`config.mk`:
```
export PLATFORM = sky130hd
export DESIGN_NAME = edge_detect_multi
export DESIGN_NICKNAME = d
export VERILOG_FILES = /design/src/rtl/edge_detect_multi.sv
export SDC_FILE = /design/constraint.sdc
export NUM_CORES = 1
export LEC_CHECK = 0
export CAP_MARGIN = 20
export CORE_ASPECT_RATIO = 1.1
export CORE_MARGIN = 8
export CORE_UTILIZATION = 52
export DETAILED_ROUTE_END_ITERATION = 7
export PLACE_DENSITY = 0.91
export SKIP_CTS_REPAIR_TIMING = 1
export SYNTH_ARGS = -nofsm -noshare
export SYNTH_HDL_FRONTEND = slang
export SYNTH_SLANG_ARGS = --single-unit
```
`constraint.sdc`:
```
create_clock -name clk -period 2.5 [get_ports clk]
set_clock_uncertainty 0.1 [all_clocks]
set_input_delay 0.375 -clock clk [delete_from_list [all_inputs] [get_ports clk]]
set_output_delay 0.375 -clock clk [all_outputs]
set_load 0.1 [all_outputs]
```
`src/rtl/edge_detect_multi.sv`:
```
// -----------------------------------------------------------------------------
// edge_detect_multi
//
// Multi-channel input conditioner for raw board signals (buttons, external
// strobes). Each channel has its own synchronizer chain, debounce filter,
// registered one-cycle rising/falling pulses and optional sticky event flags.
// Channels are fully independent; every output comes straight from a flop.
//
// Optional feature macro: EDGE_DETECT_STICKY_EN
//   defined   -> event_pos/event_neg are sticky flags, cleared by event_clear
//   undefined -> event_pos/event_neg tied to 0, event_clear is ignored
//
// Parameters
//   CHANNELS        number of independent channels (>=1)
//   SYNC_STAGES     synchronizer flops per channel (>=2)
//   DEBOUNCE_CYCLES stable cycles before a level change is accepted
//                   (0 and 1 both mean no filtering)
//
// Ports
//   clk          in   single clock, posedge
//   reset_n      in   synchronous reset, active low
//   in           in   raw asynchronous inputs, one bit per channel
//   level        out  debounced, synchronized level
//   out_posedge  out  one-cycle pulse when level goes 0->1
//   out_negedge  out  one-cycle pulse when level goes 1->0
//   event_clear  in   clears both sticky flags of a channel
//   event_pos    out  sticky rising-event flag
//   event_neg    out  sticky falling-event flag
// -----------------------------------------------------------------------------
module edge_detect_multi #(
    parameter int CHANNELS        = 4,
    parameter int SYNC_STAGES     = 2,
    parameter int DEBOUNCE_CYCLES = 8
) (
    input  logic                clk,
    input  logic                reset_n,
    input  logic [CHANNELS-1:0] in,
    output logic [CHANNELS-1:0] level,
    output logic [CHANNELS-1:0] out_posedge,
    output logic [CHANNELS-1:0] out_negedge,
    input  logic [CHANNELS-1:0] event_clear,
    output logic [CHANNELS-1:0] event_pos,
    output logic [CHANNELS-1:0] event_neg
);

    localparam int CW       = (DEBOUNCE_CYCLES <= 1) ? 1 : $clog2(DEBOUNCE_CYCLES + 1);
    localparam int CNT_LAST = (DEBOUNCE_CYCLES > 1) ? DEBOUNCE_CYCLES - 1 : 0;
    localparam logic [CW-1:0] CNT_MAX = CW'(CNT_LAST);

    logic [CHANNELS-1:0][SYNC_STAGES-1:0] sync_q, sync_d;
    logic [CHANNELS-1:0][CW-1:0]          cnt_q, cnt_d;
    logic [CHANNELS-1:0]                  level_q, level_d;
    logic [CHANNELS-1:0]                  posedge_q, posedge_d;
    logic [CHANNELS-1:0]                  negedge_q, negedge_d;

    always_comb begin
        sync_d    = sync_q;
        cnt_d     = cnt_q;
        level_d   = level_q;
        posedge_d = '0;
        negedge_d = '0;
        for (int i = 0; i < CHANNELS; i++) begin
            sync_d[i] = {sync_q[i][SYNC_STAGES-2:0], in[i]};
            cnt_d[i]  = '0;
            // Any sample that agrees with level restarts the count, so only an
            // uninterrupted run of differing samples gets accepted.
            if (sync_q[i][SYNC_STAGES-1] != level_q[i]) begin
                if ((DEBOUNCE_CYCLES <= 1) || (cnt_q[i] == CNT_MAX)) begin
                    level_d[i]   = sync_q[i][SYNC_STAGES-1];
                    posedge_d[i] = sync_q[i][SYNC_STAGES-1];
                    negedge_d[i] = ~sync_q[i][SYNC_STAGES-1];
                end else begin
                    cnt_d[i] = cnt_q[i] + 1'b1;
                end
            end
        end
    end

    always_ff @(posedge clk) begin
        if (!reset_n) begin
            sync_q    <= '0;
            cnt_q     <= '0;
            level_q   <= '0;
            posedge_q <= '0;
            negedge_q <= '0;
        end else begin
            sync_q    <= sync_d;
            cnt_q     <= cnt_d;
            level_q   <= level_d;
            posedge_q <= posedge_d;
            negedge_q <= negedge_d;
        end
    end

    assign level       = level_q;
    assign out_posedge = posedge_q;
    assign out_negedge = negedge_q;

`ifdef EDGE_DETECT_STICKY_EN
    logic [CHANNELS-1:0] event_pos_q, event_pos_d;
    logic [CHANNELS-1:0] event_neg_q, event_neg_d;

    // A new edge beats a simultaneous clear; the opposite flag still clears.
    always_comb begin
        event_pos_d = (event_pos_q & ~event_clear) | posedge_d;
        event_neg_d = (event_neg_q & ~event_clear) | negedge_d;
    end

    always_ff @(posedge clk) begin
        if (!reset_n) begin
            event_pos_q <= '0;
            event_neg_q <= '0;
        end else begin
            event_pos_q <= event_pos_d;
            event_neg_q <= event_neg_d;
        end
    end

    assign event_pos = event_pos_q;
    assign event_neg = event_neg_q;
`else
    logic unused_event_clear;
    assign unused_event_clear = ^event_clear;
    assign event_pos = '0;
    assign event_neg = '0;
`endif

endmodule

```
==> qor.yml, run 1 <==
setup_path:
  worst-r2r-setup-slack_ns: 1.28
  rr_worst_depth: 4
  critPathArrivalTime_ns: 1.79
  crit_type: "input pin to register"
  crit_required_ns: 2.66
  crit_fanout: 24
  startpoint_type: "input pin"
  critPathCaptureType: "register"
  r2r-start: "cnt_q[12]"
  r2r_end: "cnt_q[15]"
clock_network:
  numCtsBuffers: 5
  clk_path_buf_depth: 2
  clock_latency_ns: 0.33
  clock-sinks: 36
  h-tree-depth: 2
  cts_tree: "built"
  cts_root_buf: "clkbuf_4"
  clk_pin_slew_ns: 0.10
sta:
  relSlewSlack_pct: 53.5
  fmaxAchievable_mhz: 613
  period_share_pct: 65.2
  hold_violations: 0
  setup_slack_ns: 0.870
  maxSlewViolCount: 0
  holdWs_ns: 0.342
  setup_viol: 0
  period_needed_ns: 1.63
  setup-tns-final_ns: 0
  rsz0062_at_grt: "false"
  worst_pin_slew_ns: 0.695
floorplan:
  dieArea_um2: 4410
  core_um2: 2450
  row_count: 19
  start_util_pct: 53.9
  die_x_um: 64.0
  die_h_um: 68.8
  num_io_pins: 30
yosys:
  syn_inst: 123
  avgSynthCellArea_um2: 10.7
  yosysSeqAreaShare_pct: 54.6
  syn_area_um2: 1320
  synth.distinct_cells: 17
  ys.warnings.count: 0
  synth-seq-cells: 36
placed_design:
  routabilityCongestion: 0.750
  portBuffers: 17
  place_area_um2: 1460
  dp_hpwl_mm: 1.61
  place_inst: 168
  post-place-ws_ns: 0.504
drt:
  finalWirelength_mm: 2.15
  route.detailed.drc: 0
  vias_per_cell: 4.83
  m1WireLength_um: 835
  vias: 846
  postRouteAntennaNets: 0
  wl_met2_mm: 1.16
  drt-initial-drc-count: 20
  wl_per_cell_um: 12.3
  top_layer_used: "met4"
  dr.pass1.iters: 3
  met3_length_um: 94
worst_hold_path:
  holdPathStages: 1
  hold_path.class: "register to register"
  min_from: "sync_d[3]"
  min_to: "sync_q[3]"
layout:
  postLayoutCoreUtil_pct: 62.1
  stdcell_count: 175
  fin_area_um2: 1520
  fin_nets: 158
  final_common_cell: "dfxtp_1"
  antenna_cells: 0
  synthToLayoutAreaGrowth_pct: 15.3
  drive_gt1_share_pct: 16.0
  layout_common_cells: "dfxtp_1, xor2_1, nor2_1, buf_4"
grt:
  antenna_found_initial: 0
  gr-total-overflow: 0
  grt_pass1_vias: 857
  grt_usage_pct: 10.3
  grt_first_pass_wirelength_mm: 3.42
  grt_max_degree: 25
power:
  finalPower_uw: 999
  p_leak_nw: 0.694
  irDropWorstVdd_mv: 0.416
  p_per_area_nw_per_um2: 657
run:
  max_cap_viol_count: 0
run_status:
  status: "completed"
state kept, by name (all words and copies together) (netlist names):
name / count
cnt_q: 16
out_negedge: 4
sync_q: 4
sync_d: 4
out_posedge: 4
level: 4
synth_stat cells:
master | n | area (um2)
and2_1 | 8 | 50.1
and3_2 | 4 | 30.0
buf_2 | 1 | 5.00
buf_4 | 8 | 60.1
clkbuf_1 | 1 | 3.75
conb_1 | 1 | 3.75
dfxtp_1 | 36 | 721
ha_1 | 4 | 50.1
inv_1 | 4 | 15.0
mux2i_1 | 4 | 40.0
nand3_1 | 8 | 40.0
nand3b_1 | 4 | 30.0
nand4b_1 | 4 | 35.0
nor2_1 | 12 | 45.0
nor2b_1 | 4 | 25.0
nor3b_1 | 8 | 60.1
xor2_1 | 12 | 105
worst max-delay path, cell delays in order:
cell	delay (ns)
clkdlybuf4s50_1	0.92
nand4b_1	0.24
nor3b_1	0.25
cell families (layout without fill, tap and decap cells):
logic type	Yosys count	after routing	share of synthesized area, %
flops	36	36	54.6
other cells	1	8	0.284
mux	4	4	3.04
fa+ha+maj	4	4	3.80
xor+xnor	12	12	7.97
buf+inv	14	28	6.36
simple gates	52	52	23.9
layer usage:
metal	GRT usage (%)	up-vias
met5	0	-
met4	10.6	0
met3	3.39	5
met2	19.2	16
met1	8.50	395
li1	-	430
where the power goes:
group | switching [mW] | leakage, nW | internal, mW | total [mW]
sequential | 0.00494 | 0.292 | 0.581 | 0.586
combinational | 0.0627 | 0.365 | 0.0139 | 0.0767
clock | 0.177 | 0.0374 | 0.159 | 0.337
area by class of cell:
cell class	instances	area [um2]
Fill cell	209	928
Sequential cell	36	721
Multi-Input combinational cell	80	541
Timing Repair Buffer	17	140
Clock buffer	7	65.1
Tap cell	31	38.8
Inverter	4	15.0
worst max path at each step:
stage / start / end / slack, ns / cells past startpoint
2_1_floorplan: level[3] / cnt_q[14] / 0.91 / 2
3_3_place_gp: reset_n / out_posedge[0] / 0.60 / 3
3_5_place_dp: reset_n / out_posedge[3] / 0.50 / 3
4_1_cts: reset_n / out_posedge[3] / 0.85 / 3
5_1_grt: reset_n / out_posedge[1] / 0.75 / 3
6_report: reset_n / out_posedge[3] / 0.87 / 3
Note: power is estimated with default switching activity, not from simulation.
==> run 2: changes to the inputs <==
Settings changed: CORE_UTILIZATION 52 to 43, PLACE_DENSITY 0.91 to 0.82.
Clock period 2.5 ns to 1.49 ns, I/O delays scaled along.
==> run 2 against run 1 <==
  * Largest power group unchanged
  * Highest routed layer unchanged
  * Via count rose by 0.83%
  * Non-clock buffer count grew 1
  * Setup slack lost 0.63 ns
==> qor.yml, run 2 (synthesized netlist as in run 1, its figures left out) <==
layout:
  antenna_cells: 0  # unchanged
  largest_register: "cnt_q"  # unchanged
  fin_nets: 159  # was 158
  postLayoutCoreUtil_pct: 57.1  # was 62.1%
  synthToLayoutAreaGrowth_pct: 29.7  # was 15.3%
  final_common_cell: "dfxtp_1"  # unchanged
  layout_common_cells: "dfxtp_1, buf_12, xor2_1, nor2_1"  # was dfxtp_1, xor2_1, nor2_1, buf_4
  largest_register_ff_count: 16  # unchanged
  fin_area_um2: 1710  # was 1520 um2
  drive_gt1_share_pct: 19.2  # was 16.0%
floorplan:
  core_um2: 3000  # was 2450 um2
  die_x_um: 68.8  # was 64.0 um
  row_count: 21  # was 19
  die_h_um: 74.1  # was 68.8 um
  dieArea_um2: 5100  # was 4410 um2
  start_util_pct: 44.0  # was 53.9%
  num_io_pins: 30  # unchanged
sta:
  period_share_pct: 84.0
  fmaxAchievable_mhz: 799
  setup-tns-final_ns: 0  # unchanged
  setup_viol: 0  # unchanged
  rsz0062_at_grt: "false"  # unchanged
  period_needed_ns: 1.25
  hold_violations: 0  # unchanged
  maxSlewViolCount: 0  # unchanged
setup_path:
  crit_required_ns: 1.17  # was 2.66 ns
  cp_slowest_cell: "dfxtp_2"  # was clkdlybuf4s50_1
  path_buf_inv: 1  # unchanged
  slowest_delay_ns: 0.40  # was 0.92 ns
  crit_fanout: 5  # was 24
  critPathArrivalTime_ns: 0.93  # was 1.79 ns
  crit_type: "register to output port"  # was input pin to register
  startpoint_type: "register"  # was input pin
  crit_family: "flip-flops"  # was buffers and inverters
  crit_chain: "buf_12"  # was clkdlybuf4s50_1, nand4b_1, nor3b_1
  critPathCaptureType: "output port"  # was register
drt:
  wl_per_cell_um: 12.5  # was 12.3 um
  drt-initial-drc-count: 28  # was 20
  postRouteAntennaNets: 0  # unchanged
  finalWirelength_mm: 2.24  # was 2.15 mm
  dr.pass1.iters: 4  # was 3
  vias: 853  # was 846
  route.detailed.drc: 0  # unchanged
  vias_per_cell: 4.74  # was 4.83
worst_hold_path:
  hold_path.class: "register to register"  # unchanged
clock_network:
  h-tree-depth: 2  # unchanged
  cts_tree: "built"  # unchanged
  clk_pin_slew_ns: 0.11  # was 0.10 ns
  clock_latency_ns: 0.33  # about the same
  clk_path_buf_depth: 2  # unchanged
  clock-sinks: 36  # unchanged
  numCtsBuffers: 5  # unchanged
  cts_root_buf: "clkbuf_4"  # unchanged
grt:
  grt_first_pass_wirelength_mm: 3.53  # was 3.42 mm
  grt_pass1_vias: 838  # was 857
  grt_usage_pct: 9.35  # was 10.3%
  antenna_found_initial: 0  # unchanged
  gr-total-overflow: 0  # unchanged
  grt_max_degree: 25  # unchanged
run_status:
  status: "completed"  # unchanged
placed_design:
  dp_hpwl_mm: 1.68  # was 1.61 mm
  routabilityCongestion: 0.724  # was 0.750
  portBuffers: 17  # unchanged
  place_area_um2: 1630  # was 1460 um2
power:
  p_per_area_nw_per_um2: 1040  # was 657 nW/um2
  irDropWorstVdd_mv: 0.889  # was 0.416 mV
  p_leak_nw: 0.742  # was 0.694 nW
run:
  max_cap_viol_count: 0  # unchanged
## run 2: where the power goes
group | leakage, nW | internal [mW] | switching (mW)
combinational | 0.406 | 0.0284 | 0.106
clock | 0.0422 | 0.352 | 0.310
sequential | 0.294 | 0.975 | 0.00856
## run 2: path summary, 6_finish.rpt
check / startpoint / to / slack, ns / cells after the start
worst max-delay path: level[0] / level[0] / 0.24 / 1
worst min register to register: sync_d[5] / sync_q[5] / 0.34 / 1
worst min-delay path: sync_d[5] / sync_q[5] / 0.34 / 1
worst max register to register: cnt_q[4] / level[1] / 0.28 / 4
## run 2: stage by stage
step	power (mW)	std cells	setup slack [ns]	hold slack (ns)
6_report	1.78	180	0.238	0.336
5_1_grt	1.85	180	0.186	0.338
4_1_cts	1.80	180	0.213	0.333
3_5_place_dp	1.14	172	0.0114	0.323
3_3_place_gp	1.14	172	0.0828	0.319
2_1_floorplan	1.13	130	0.236	0.251
## run 2: layout make-up
cell class,instances,area [um2]
sequential,36,726
clock buffer,6,41.3
timing repair buffer,18,310
inverter,4,15.0
fill,279,1280
tap,34,42.5
multi-input combinational,80,541
clock inverter,2,35.0
## run 2: metal layers
metal  share of wire [%]  vias up  GRT usage, %
met4                 2.2        0          5.80
met3                 6.4        6          4.82
met5                   0        -             0
met2                  52       19          15.8
li1                    -      430             -
met1                  39      398          8.61
==> patch: new RTL, settings of run 2 <==
The option `EDGE_DETECT_STICKY_EN` is turned on by a define.
--- a/src/rtl/edge_detect_multi.sv
+++ b/src/rtl/edge_detect_multi.sv
@@ -27,6 +27,8 @@
 //   event_pos    out  sticky rising-event flag
 //   event_neg    out  sticky falling-event flag
 // -----------------------------------------------------------------------------
+`define EDGE_DETECT_STICKY_EN
+
 module edge_detect_multi #(
     parameter int CHANNELS        = 4,
     parameter int SYNC_STAGES     = 2,
Function: no difference found for any inputs over 10 cycles, from zero or initial values and one cycle with reset_n low; that may be too few to reach the edited logic, so the function may still have changed.
==> patch against run 2 <==
Utilization grew 5.2 points; global-route usage up 0.39 points; worst setup slack better by 0.044 ns; synthesized area rose by 24%; sequential power is 21% higher; count of clock-buffer cells in the layout stayed put; routed wire length up 19%; sequential cell count rose by 8; total power is 9.3% higher; first-iteration DRC count is 43% higher; non-clock buffer count rose by 12; clock power grew 3%; cell area up 33%; critical path type is now reg -> reg; critical endpoint is now event_pos[0]$_SDFF_PN0_.
==> patch: results (changes against run 2) <==
- The tree is rooted in a clkbuf_8.
- Seq/Total Area, Yosys: 0.537 (-0.00908)
- The count of port buffers added during placement is 29 (+12).
- The number of CTS-inserted buffers was 5 (unchanged).
- Number of failing setup endpoints in the final timing report: 0 (unchanged)
- Synth warnings: 0 (unchanged)
* Number of flip-flops in the largest register: 16 (unchanged)
- The maximum fanout count along the critical path came to 4 (-1).
- Netlist cell types: 24 (+7)
- Clock slew at the register clock pins of the worst setup and hold paths: 0.07 ns (-0.04 ns)
* Via Count: 1097 (+29%)
- The maximum buffer depth of the clock tree is 2 (unchanged).
- The fraction of layout cells with a size suffix above 1 came to 0.206 (+0.0146).
- The arrival time at the worst endpoint was 1.33 ns (+0.40 ns).
- The number of nets in the synthesized netlist is between 150 and 200.
* Status: finished, final reports clean
* Initial antenna violation count: 0 (unchanged)
- Hold Path Class: reg -> reg
- Total length of routed wires: 2670 µm (+19%)
- The standby leakage power came to 0.000971 µW (+31%).
* H-tree levels: 2 (unchanged)
* DP Wirelength: 2020 µm (+20%)
- Insertion delay of the later-clocked pin in the worst-skew pair: 0.29 ns (-0.04 ns)
* Number of antenna cells inserted: 0 (unchanged)
- The met2 routed wirelength was 1320 µm (+13%).
- The first-pass iteration count of the detailed router is 4 (unchanged).
* Dpl ws: 0.120 ns (+0.109 ns)
- Worst IR Drop VDD: 0.641 mV (-28%)
* Async set-or-reset flop fraction in the synthesized netlist: 0 (unchanged)
- Global-route wire length before repair: 4380 µm (+24%)
- Ranked by total cell area, the synthesized netlist is headed by dfxtp_1, nor2b_1, nor2_1.
- The final net count was 203 (+28%).
- Synth cell count leaders: dfxtp_1, nor2_1, nor2b_1
- Area after DPL: 2200 µm² (+35%)
- The largest net degree at the start of global routing is 33 (+32%).
* Max layer used: met4
- The number of DRC markers after the initial detailed-route iteration was 40 (+43%).
- The total global-route track usage was 0.0974 (+0.00387).
- For the pin with the worst max-slew slack, the measured transition is 0.238 ns.
- Counting flops per register, the top entry is cnt_q.
* Routability congestion estimate from global placement: 0.768 (+6.1%)
- WL met3: 253 µm (+76%)
- Post-Route M1 WL: 1040 µm (+19%)
- The number of filler cells placed in the layout came to 295 (+5.7%).
## patch: area by class of cell
class	count	area, µm²	area share
timing repair buffer	30	510	0.224
clock buffer	6	72.6	0.0319
multi-input combinational	104	726	0.319
clock inverter	1	5.00	0.00220
sequential	44	886	0.389
tap	50	62.6	0.0275
inverter	4	15.0	0.00659
## patch: through the flow
step           utilization  std cells
2_1_floorplan            -        155
3_3_place_gp         0.602        232
3_5_place_dp         0.602        232
4_1_cts              0.623        239
5_1_grt              0.623        239
6_report             0.623        239
## patch: cells by family after synthesis
| family | after synthesis | synth area share |
|---|---|---|
| DFF | 44 | 0.537 |
| muxes | 2 | 0.0122 |
| adders and majority gates | 4 | 0.0305 |
| buffers and inverters | 7 | 0.0198 |
| AOI/OAI and AO/OA | 14 | 0.0809 |
| and+or+nand+nor | 76 | 0.276 |
| xor gates and xnor gates | 8 | 0.0427 |
## patch: path summary, 6_finish.rpt
| check | depth (start not counted) | to | start | slack [ns] |
|---|---|---|---|---|
| hold / removal | 1 | sync_q[3]$_SDFF_PN0_ | sync_d[3]$_SDFF_PN0_ | 0.33 |
| setup / recovery | 4 | event_pos[0]$_SDFF_PN0_ | cnt_q[0]$_SDFF_PP0_ | 0.28 |
| setup reg to reg | 4 | event_pos[0]$_SDFF_PN0_ | cnt_q[0]$_SDFF_PP0_ | 0.28 |
| hold reg to reg | 1 | sync_q[3]$_SDFF_PN0_ | sync_d[3]$_SDFF_PN0_ | 0.33 |
## patch: critical path, stage by stage (launching register included)
cell and delay (ns):
dfxtp_1 0.36, ha_1 0.27, nand3b_4 0.13, nand2b_1 0.17
a21boi_1 0.12
## patch: power by group
group          switching [µW]  internal (µW)
Clock                     360            318
Combinational            27.6           44.8
Sequential               5.79           1190
Total                     393           1550
## patch: layer usage
metal	vias up	GRT usage
met5	-	0
met4	0	0.0529
met3	5	0.0542
met2	28	0.175
met1	497	0.0825
li1	567	-
